File: src/rtl/mastermind_game_ctrl_if.sv
// Button/secret inputs and game-state outputs of the Mastermind controller.
// The master side (stimulus/keypad logic) drives the buttons and secret;
// the slave side (the controller) drives the board and state outputs.
interface mastermind_game_ctrl_if #(
    parameter int ROWS = 6,
    parameter int COLS = 4
);
    logic                     start;
    logic                     btn_left;
    logic                     btn_right;
    logic                     btn_up;
    logic                     btn_down;
    logic                     btn_enter;
    logic [COLS*3-1:0]        secret;
    logic [ROWS*COLS*3-1:0]   matrix_flat;
    logic [ROWS*6-1:0]        feedback_flat;
    logic [2:0]               guess_num;
    logic [1:0]               cursor;
    logic                     q_Idle;
    logic                     q_Input;
    logic                     q_Check;
    logic                     q_Win;
    logic                     q_Lose;
    logic [COLS*3-1:0]        reveal;

    modport master (
        output start, btn_left, btn_right, btn_up, btn_down, btn_enter, secret,
        input  matrix_flat, feedback_flat, guess_num, cursor,
               q_Idle, q_Input, q_Check, q_Win, q_Lose, reveal
    );

    modport slave (
        input  start, btn_left, btn_right, btn_up, btn_down, btn_enter, secret,
        output matrix_flat, feedback_flat, guess_num, cursor,
               q_Idle, q_Input, q_Check, q_Win, q_Lose, reveal
    );
endinterface

File: src/rtl/mastermind_game_ctrl.sv
// Mastermind game-state writer: owns the guess matrix, attempt index, cursor
// and per-row exact/partial feedback read by the VGA renderer.
module mastermind_game_ctrl #(
    parameter int ROWS = 6,
    parameter int COLS = 4,
    parameter int NCOL = 6
) (
    input  logic                      clk,
    input  logic                      reset,
    mastermind_game_ctrl_if.slave     bus
);
    localparam int RW = COLS * 3;

    // One-hot encoding so each q_ flag is a single state bit.
    typedef enum logic [4:0] {
        ST_IDLE  = 5'b10000,
        ST_INPUT = 5'b01000,
        ST_CHECK = 5'b00100,
        ST_WIN   = 5'b00010,
        ST_LOSE  = 5'b00001
    } state_t;

    state_t                 r_state,     w_state_nxt;
    logic [ROWS*RW-1:0]     r_matrix,    w_matrix_nxt;
    logic [ROWS*6-1:0]      r_feedback,  w_feedback_nxt;
    logic [2:0]             r_guess_num, w_guess_num_nxt;
    logic [1:0]             r_cursor,    w_cursor_nxt;
    logic [RW-1:0]          r_secret,    w_secret_nxt;
    logic [RW-1:0]          r_reveal,    w_reveal_nxt;

    logic [RW-1:0]          w_row;
    logic [2:0]             w_slot, w_slot_up, w_slot_dn;
    logic                   w_row_full;
    logic [2:0]             w_exact, w_match, w_partial;
    logic [2:0]             w_cnt_g, w_cnt_s;

    // Select the active row and the slot under the cursor; precompute edits.
    always_comb begin
        w_row      = '0;
        w_slot     = '0;
        w_row_full = 1'b1;
        for (int unsigned r = 0; r < ROWS; r++)
            if (r_guess_num == 3'(r)) w_row = r_matrix[r*RW +: RW];
        for (int unsigned c = 0; c < COLS; c++) begin
            if (r_cursor == 2'(c)) w_slot = w_row[c*3 +: 3];
            if (w_row[c*3 +: 3] == 3'd0) w_row_full = 1'b0;
        end
        w_slot_up = (w_slot >= 3'(NCOL)) ? 3'd1 : w_slot + 3'd1;
        w_slot_dn = (w_slot <= 3'd1) ? 3'(NCOL) : w_slot - 3'd1;
    end

    // Score the active row: exact positions, and colour overlap via per-colour minimum counts.
    always_comb begin
        w_exact = '0;
        w_match = '0;
        w_cnt_g = '0;
        w_cnt_s = '0;
        for (int unsigned c = 0; c < COLS; c++)
            if (w_row[c*3 +: 3] == r_secret[c*3 +: 3]) w_exact = w_exact + 3'd1;
        for (int unsigned k = 1; k <= NCOL; k++) begin
            w_cnt_g = '0;
            w_cnt_s = '0;
            for (int unsigned c = 0; c < COLS; c++) begin
                if (w_row[c*3 +: 3] == 3'(k))    w_cnt_g = w_cnt_g + 3'd1;
                if (r_secret[c*3 +: 3] == 3'(k)) w_cnt_s = w_cnt_s + 3'd1;
            end
            w_match = w_match + ((w_cnt_g < w_cnt_s) ? w_cnt_g : w_cnt_s);
        end
        w_partial = w_match - w_exact;
    end

    // Next-state and datapath updates; start overrides every other input.
    always_comb begin
        w_state_nxt     = r_state;
        w_matrix_nxt    = r_matrix;
        w_feedback_nxt  = r_feedback;
        w_guess_num_nxt = r_guess_num;
        w_cursor_nxt    = r_cursor;
        w_secret_nxt    = r_secret;
        w_reveal_nxt    = r_reveal;
        if (bus.start) begin
            for (int unsigned c = 0; c < COLS; c++)
                w_secret_nxt[c*3 +: 3] =
                    (bus.secret[c*3 +: 3] == 3'd0 || bus.secret[c*3 +: 3] == 3'd7)
                    ? 3'd1 : bus.secret[c*3 +: 3];
            w_matrix_nxt    = '0;
            w_feedback_nxt  = '0;
            w_guess_num_nxt = '0;
            w_cursor_nxt    = '0;
            w_reveal_nxt    = '0;
            w_state_nxt     = ST_INPUT;
        end else begin
            unique case (r_state)
                ST_INPUT: begin
                    if (bus.btn_enter) begin
                        if (w_row_full) w_state_nxt = ST_CHECK;
                    end else if (bus.btn_up || bus.btn_down) begin
                        for (int unsigned r = 0; r < ROWS; r++)
                            for (int unsigned c = 0; c < COLS; c++)
                                if (r_guess_num == 3'(r) && r_cursor == 2'(c))
                                    w_matrix_nxt[(r*COLS + c)*3 +: 3] =
                                        bus.btn_up ? w_slot_up : w_slot_dn;
                    end else if (bus.btn_left) begin
                        w_cursor_nxt = r_cursor - 2'd1;
                    end else if (bus.btn_right) begin
                        w_cursor_nxt = r_cursor + 2'd1;
                    end
                end
                ST_CHECK: begin
                    for (int unsigned r = 0; r < ROWS; r++)
                        if (r_guess_num == 3'(r))
                            w_feedback_nxt[r*6 +: 6] = {w_partial, w_exact};
                    if (w_exact == 3'(COLS)) begin
                        w_state_nxt  = ST_WIN;
                        w_reveal_nxt = r_secret;
                    end else if (r_guess_num == 3'(ROWS - 1)) begin
                        w_state_nxt  = ST_LOSE;
                        w_reveal_nxt = r_secret;
                    end else begin
                        w_guess_num_nxt = r_guess_num + 3'd1;
                        w_cursor_nxt    = '0;
                        w_state_nxt     = ST_INPUT;
                    end
                end
                default: ;
            endcase
        end
    end

    // State and game registers with asynchronous clear.
    always_ff @(posedge clk or posedge reset) begin
        if (reset) begin
            r_state     <= ST_IDLE;
            r_matrix    <= '0;
            r_feedback  <= '0;
            r_guess_num <= '0;
            r_cursor    <= '0;
            r_secret    <= '0;
            r_reveal    <= '0;
        end else begin
            r_state     <= w_state_nxt;
            r_matrix    <= w_matrix_nxt;
            r_feedback  <= w_feedback_nxt;
            r_guess_num <= w_guess_num_nxt;
            r_cursor    <= w_cursor_nxt;
            r_secret    <= w_secret_nxt;
            r_reveal    <= w_reveal_nxt;
        end
    end

    assign bus.matrix_flat   = r_matrix;
    assign bus.feedback_flat = r_feedback;
    assign bus.guess_num     = r_guess_num;
    assign bus.cursor        = r_cursor;
    assign bus.reveal        = r_reveal;
    assign bus.q_Idle        = (r_state == ST_IDLE);
    assign bus.q_Input       = (r_state == ST_INPUT);
    assign bus.q_Check       = (r_state == ST_CHECK);
    assign bus.q_Win         = (r_state == ST_WIN);
    assign bus.q_Lose        = (r_state == ST_LOSE);
endmodule

File: src/flat_wrapper.sv
// flat-port wrapper written by rule: the top's interface ports become plain ports
module mastermind_game_ctrl_flat 
#(
    parameter int ROWS = 6,
    parameter int COLS = 4,
    parameter int NCOL = 6
)
  (clk, reset, bus_start, bus_btn_left, bus_btn_right, bus_btn_up, bus_btn_down, bus_btn_enter, bus_secret, bus_matrix_flat, bus_feedback_flat, bus_guess_num, bus_cursor, bus_q_Idle, bus_q_Input, bus_q_Check, bus_q_Win, bus_q_Lose, bus_reveal);
  mastermind_game_ctrl_if #(.ROWS(ROWS), .COLS(COLS)) bus_i ();
  input  logic clk;
  input  logic reset;
  input wire logic [$bits(bus_i.start)-1:0] bus_start;
  input wire logic [$bits(bus_i.btn_left)-1:0] bus_btn_left;
  input wire logic [$bits(bus_i.btn_right)-1:0] bus_btn_right;
  input wire logic [$bits(bus_i.btn_up)-1:0] bus_btn_up;
  input wire logic [$bits(bus_i.btn_down)-1:0] bus_btn_down;
  input wire logic [$bits(bus_i.btn_enter)-1:0] bus_btn_enter;
  input wire logic [$bits(bus_i.secret)-1:0] bus_secret;
  output wire logic [$bits(bus_i.matrix_flat)-1:0] bus_matrix_flat;
  output wire logic [$bits(bus_i.feedback_flat)-1:0] bus_feedback_flat;
  output wire logic [$bits(bus_i.guess_num)-1:0] bus_guess_num;
  output wire logic [$bits(bus_i.cursor)-1:0] bus_cursor;
  output wire logic [$bits(bus_i.q_Idle)-1:0] bus_q_Idle;
  output wire logic [$bits(bus_i.q_Input)-1:0] bus_q_Input;
  output wire logic [$bits(bus_i.q_Check)-1:0] bus_q_Check;
  output wire logic [$bits(bus_i.q_Win)-1:0] bus_q_Win;
  output wire logic [$bits(bus_i.q_Lose)-1:0] bus_q_Lose;
  output wire logic [$bits(bus_i.reveal)-1:0] bus_reveal;
  assign bus_i.start = bus_start;
  assign bus_i.btn_left = bus_btn_left;
  assign bus_i.btn_right = bus_btn_right;
  assign bus_i.btn_up = bus_btn_up;
  assign bus_i.btn_down = bus_btn_down;
  assign bus_i.btn_enter = bus_btn_enter;
  assign bus_i.secret = bus_secret;
  assign bus_matrix_flat = bus_i.matrix_flat;
  assign bus_feedback_flat = bus_i.feedback_flat;
  assign bus_guess_num = bus_i.guess_num;
  assign bus_cursor = bus_i.cursor;
  assign bus_q_Idle = bus_i.q_Idle;
  assign bus_q_Input = bus_i.q_Input;
  assign bus_q_Check = bus_i.q_Check;
  assign bus_q_Win = bus_i.q_Win;
  assign bus_q_Lose = bus_i.q_Lose;
  assign bus_reveal = bus_i.reveal;
  mastermind_game_ctrl #(.ROWS(ROWS), .COLS(COLS), .NCOL(NCOL)) u_core (.clk(clk), .reset(reset), .bus(bus_i));
endmodule
File: config.mk
export PLATFORM = sky130hd
export DESIGN_NAME = mastermind_game_ctrl_flat
export DESIGN_NICKNAME = d
export VERILOG_FILES = /design/src/rtl/mastermind_game_ctrl_if.sv /design/src/rtl/mastermind_game_ctrl.sv /design/src/flat_wrapper.sv
export SDC_FILE = /design/constraint.sdc
export NUM_CORES = 1
export LEC_CHECK = 0
export ABC_AREA = 1
export BUFFER_PORTS_ARGS = -buffer_cell sky130_fd_sc_hd__buf_2
export CAP_MARGIN = 20
export CELL_PAD_IN_SITES_DETAIL_PLACEMENT = 1
export CELL_PAD_IN_SITES_GLOBAL_PLACEMENT = 2
export CORE_ASPECT_RATIO = 0.8
export CORE_MARGIN = 3
export CORE_UTILIZATION = 25
export CTS_BUF_LIST = sky130_fd_sc_hd__clkbuf_8
export CTS_CLUSTER_SIZE = 10
export DETAILED_ROUTE_END_ITERATION = 10
export PLACE_DENSITY = 0.73
export RECOVER_POWER = 100
export SYNTH_ARGS = -nofsm -noshare
export SYNTH_HDL_FRONTEND = slang
export SYNTH_SLANG_ARGS = --single-unit
File: constraint.sdc
create_clock -name clk -period 10.3 [get_ports clk]
set_clock_uncertainty 0.1 [all_clocks]
set_input_delay 0.515 -clock clk [delete_from_list [all_inputs] [get_ports clk]]
set_output_delay 0.515 -clock clk [all_outputs]
set_load 0.03 [all_outputs]
## Word-level counts from Yosys, hierarchy flattened

Index checks and enable logic that the tools add are counted.

| cells by class | value |
|---|---|
| add/sub/neg operators | 50 |
| reduce and logical (&&, ||, !) cells | 108 |
| muxes and demuxes | 137 |
| equal/unequal tests | 80 |
| $lt $le $gt $ge | 8 |

Operators with widths:

| kind | number |
|---|---|
| $mux W72 | 4 |
| $mux W3 | 84 |
| $mux W12 | 10 |
| $reduce_and A4 Y1 | 24 |
| $eq A3 B3 Y1 const B | 31 |
| $add A3 B1 Y3 const B | 28 |
| $mux W36 | 2 |
| $reduce_bool A2 Y1 | 33 |
| $eq A3 B2 Y1 const B | 18 |
| $mux W6 | 6 |
| $eq A3 B1 Y1 const B | 9 |
| $logic_not A3 Y1 | 9 |
| $add A1 B1 Y2 const B | 13 |
| $logic_and A1 B1 Y1 | 24 |
| $mux W5 | 4 |
| $lt A3 B3 Y1 | 6 |
| $mux W1 | 17 |
| $add A3 B3 Y3 | 5 |
| $ne A3 B3 Y1 const B | 5 |
| $mux W2 | 7 |
| $reduce_and A2 Y1 | 7 |
| $eq A3 B3 Y1 | 4 |
| $pmux W5 S2 | 1 |
| $ne A2 B2 Y1 const B | 3 |
| 22 further kinds | 29 |

| word-level totals | value |
|---|---|
| output and inout port bits | 130 |
| register bits | 142 |
| bits of input ports | 20 |
| word-level logic and storage cells | 418 |

## Depth between registers and ports, before layout

| logic depth | value |
|---|---|
| word-level depth | 26 |
| mapped depth | 50 |
| depth with buffers taken out | 49 |

## Worst setup path after synthesis

No wires, ideal clock.

| timing | value |
|---|---|
| path kind | flip-flop to flip-flop |
| start | reg u_core.r_guess_num[2], in the netlist u_core.bus.guess_num[2] |
| end | reg u_core.r_feedback[11], in the netlist u_core.bus.feedback_flat[11] |
| setup slack | 3026 ps |
| library setup time | 65 ps |
| arrival time | 7109 ps |
| required time | 10135 ps |
| path buffers | 3 |
| cell stages (with the launch flop) | 42 |
| cells stage by stage | dfrtp_1 > inv_4 > ha_1 > buf_2 > inv_1 > buf_2 > clkbuf_1 > o211ai_1 > nand2_1 > nand2_1 > nor3_1 > ha_1 > or2_2 > nand2_1 > inv_1 > ha_1 > inv_1 > nor2_1 > [... 6 more ...] > fa_1 > fa_1 > inv_1 > fa_1 > ha_1 > ha_1 > xor2_1 > xor2_1 > inv_1 > nand2_1 > nand2_1 > inv_1 > nor2_1 > nor2_1 > nand3_2 > nand2_4 > nand3_1 > nand2_1 |

| on the way | value |
|---|---|
| word-level cells in the longest chain between the ends | 26 |

Ends and longest elaborated chain:

| element | line | RTL |
|---|---|---|
| start: declaration | mastermind_game_ctrl.sv:26 | `logic [2:0] r_guess_num, w_guess_num_nxt;` |
| start signal: assignment | mastermind_game_ctrl.sv:144 | `r_guess_num <= w_guess_num_nxt;` |
| $logic_not A3 Y1 | mastermind_game_ctrl.sv:43 | `if (r_guess_num == 3'(r)) w_row = r_matrix[r*RW +: RW];` |
| $mux W12 (6 in series) | mastermind_game_ctrl.sv:43 |  |
| $eq A3 B1 Y1 or $eq A3 B2 Y1 (tied branches) | mastermind_game_ctrl.sv:64 | `if (w_row[c*3 +: 3] == 3'(k)) w_cnt_g = w_cnt_g + 3'd1;` |
| $mux W1 | mastermind_game_ctrl.sv:64 |  |
| $add A1 B1 Y2 | mastermind_game_ctrl.sv:64 |  |
| $mux W3 | mastermind_game_ctrl.sv:64 |  |
| $add A3 B1 Y3 | mastermind_game_ctrl.sv:64 |  |
| $mux W3 | mastermind_game_ctrl.sv:64 |  |
| $add A3 B1 Y3 | mastermind_game_ctrl.sv:64 |  |
| $mux W3 | mastermind_game_ctrl.sv:64 |  |
| $lt A3 B3 Y1 | mastermind_game_ctrl.sv:67 | `w_match = w_match + ((w_cnt_g < w_cnt_s) ? w_cnt_g : w_cnt_s);` |
| $mux W3 | mastermind_game_ctrl.sv:67 |  |
| $add A3 B3 Y3 (5 in series) | mastermind_game_ctrl.sv:67 |  |
| $sub A3 B3 Y3 | mastermind_game_ctrl.sv:69 | `w_partial = w_match - w_exact;` |
| $mux W6 | mastermind_game_ctrl.sv:111 | `if (r_guess_num == 3'(r))` |
| $mux W36 | mastermind_game_ctrl.sv:93 | `unique case (r_state)` |
| $mux W36 | mastermind_game_ctrl.sv:81 | `if (bus.start) begin` |
| end signal: assignment | mastermind_game_ctrl.sv:143 | `r_feedback <= w_feedback_nxt;` |
| end: declaration | mastermind_game_ctrl.sv:25 | `logic [ROWS*6-1:0] r_feedback, w_feedback_nxt;` |

Parallel ways exist; a longest one is shown, timed or not. The select of a mux whose other input is x is not followed.
A chain may end at the register's enable or synchronous reset.

## Final worst setup path

| timing | value |
|---|---|
| start | reg u_core.r_guess_num[2], in the netlist u_core.bus.guess_num[2] |
| end | reg u_core.r_feedback[29], in the netlist u_core.bus.feedback_flat[29] |

The elaborated chain is that of the path after synthesis.

==> impl_metrics.ini <==
[hold_path]
holdPathStages = 3
hold_class = in -> reg

[synthesis]
synth-seq-cells = 142
ys.warnings.count = 0
synth_enable_flop_cells = 0
synth.yosys.seq_area_share = 0.335
yosysUniqueCellTypes = 48
syn_avg_cell_area_um2 = 6.95
syn_inst = 1527
synth_fp_nets = 1619
synth_ff_type = dfrtp_1
async_reset_ff_frac = 1.00
synth.cell_area_um2 = 10600

[layout]
finalNetCount = 1752
n_antenna_cell = 0
drive_gt1_frac = 0.0795
fillCellCount = 5310
syn2layout_area_growth_pct = 13.7

[floorplan]
io-pin-count = 150
core_um2 = 41300
die_w_um = 236
die-area_um2 = 45000
die_h_um = 190
initial_core_util = 0.257
row_count = 66

[cts]
clk_pin_slew_ns = 0.09
cts_max_path_buffers = 2
cts_inserted_buffers = 17
cts_htree_levels = 4
postCtsSetupRepairBufs = 0
cts-root-buf = clkbuf_8
clkLatencyLatePin_ns = 0.48
clock-sinks = 142
hold_buffers = 0
cts_tree = built
postCtsResizedCells = 0

[critical_path]
crit_path_max_incr_delay_ns = 0.59
cp.arrival_ns = 8.99
startpoint_type = flip-flop
path_delay_family = adder cells
crit_fanout = 22
crit_buf_inv = 8
crit_top_cell = nand2_1
worst_r2r_path_depth = 40
crit_type = reg -> reg
critPathCaptureType = flip-flop
cp_slowest_cell = inv_1
required_ns = 10.61
cp.depth = 40

[timing]
rsz0062_at_grt = no
setup_violations = 0
max_freq_mhz = 115
slew_headroom = -1.35
tightestPinTransition_ns = 3.53
hold_viol = 0
finalSetupTns_ns = 0
slew_violations = 236
finalCriticalPeriod_ns = 8.68
min_period_over_period = 0.843

[grt]
grt_pass1_wl_um = 62200
antenna_found_initial = 0
groute.usage.overall = 0.177
grt_pass1_vias = 10353
grt_overflow = 0
grt_max_degree = 75

[status]
failed_checks = max-capacitance violations, max-slew violations
status = complete, but fails checks

[route]
drt_iter0_markers = 634
wire_per_inst_um = 17.9
num_vias = 10279
via_per_inst = 4.64
wirelength_um = 39700
drt_pass1_iterations = 4
drc = 0
antenna_left = 0

[flow_run]
max-cap-violations = 5

[place]
port_buffers = 149
gp_congestion = 0.818
dp.final_hpwl_um = 31000
==> metrics by stage <==
step,area (um^2),worst slack (ns),util,instances,hold slack [ns]
after floorplan,10600,3.03,-,1527,0.374
after global placement,11900,1.93,0.288,2184,0.362
after detailed placement,11900,1.75,0.288,2184,0.359
after CTS,12300,1.71,0.299,2216,0.0228
after global routing,12100,0.669,0.292,2217,0.195
final,12100,1.62,0.292,2217,0.212
==> layout make-up <==
type	count	area (um^2)	area share
clock inverters	13	188	0.0156
multi-input cells	1126	5930	0.491
clock buffers	19	262	0.0217
inverters	215	812	0.0673
flip-flops and latches	142	3550	0.295
repair buffers	158	641	0.0531
well taps	544	681	0.0564
==> routing by layer <==
layer,up-vias,part of all wire,global-route usage
met1,4932,0.51,0.259
met2,215,0.43,0.274
met3,27,0.047,0.0350
li1,5105,-,-
met5,-,0,0
met4,0,0.0079,0.0277
==> synth_stat cells (17+ instances only) <==
library cell	instances	area share
inv_1	196	0.069
ha_1	66	0.078
nand2_2	18	0.011
a21oi_1	29	0.014
nor2_1	113	0.040
nor3_1	58	0.027
xor2_1	20	0.017
dfrtp_1	141	0.33
nand3_1	158	0.075
o21ai_0	66	0.031
nand2_1	467	0.17
or2_2	17	0.010
==> registers in the layout (all words and copies together), names as in the netlist <==
signal / cells
u_core.r_secret: 12
u_core.bus.cursor: 2
u_core.bus.feedback_flat: 36
u_core.bus.reveal: 12
u_core.bus.guess_num: 3
u_core.bus.matrix_flat: 72
u_core.r_state: 5
==> cells in the final DEF (no fill, tap or decap), drive strengths merged, types with 35 or more instances in the layout <==
| cell | count |
|---|---|
| nor2 | 121 |
| a21oi | 35 |
| clkbuf | 151 |
| nand3 | 166 |
| dfrtp | 141 |
| o21ai | 76 |
| ha | 66 |
| nor3 | 58 |
| nand2 | 494 |
| inv | 209 |
==> kinds of logic after synthesis <==
kind of cell	after synthesis	share of synthesized area
AO/OA/AOI/OAI	145	0.0799
XOR/XNOR	28	0.0238
adder cells (fa/ha/maj)	72	0.0891
buffers and inverters	259	0.0993
flip-flops	142	0.335
multiplexers	9	0.00884
AND/OR/NAND/NOR	872	0.364
==> final timing paths <==
| check | start | endpoint | slack (ns) |
|---|---|---|---|
| max | u_core.bus.guess_num[2] | u_core.bus.feedback_flat[29] | 1.62 |
| min | bus_secret[3] | u_core.r_secret[3] | 0.21 |
| max reg2reg | u_core.bus.guess_num[2] | u_core.bus.feedback_flat[29] | 1.62 |
| min reg2reg | u_core.bus.feedback_flat[35] | u_core.bus.feedback_flat[35] | 0.39 |
| max in group asynchronous | reset | u_core.bus.matrix_flat[24] | 4.33 |
| min in group asynchronous | reset | u_core.bus.feedback_flat[14] | 0.82 |
==> worst register-to-register path, delay by kind of cell, from the launching register on <==
kind / cells / cell delay [ns]
AO/OA/AOI/OAI: 4 / 0.94
XOR/XNOR: 2 / 0.37
adder cells (fa/ha/maj): 9 / 3.19
buffers and inverters: 8 / 1.17
flip-flops: 1 / 0.58
AND/OR/NAND/NOR: 17 / 2.30
Power is not shown: default switching activity piles up to over one toggle a cycle in this logic, so the estimate is an artifact.
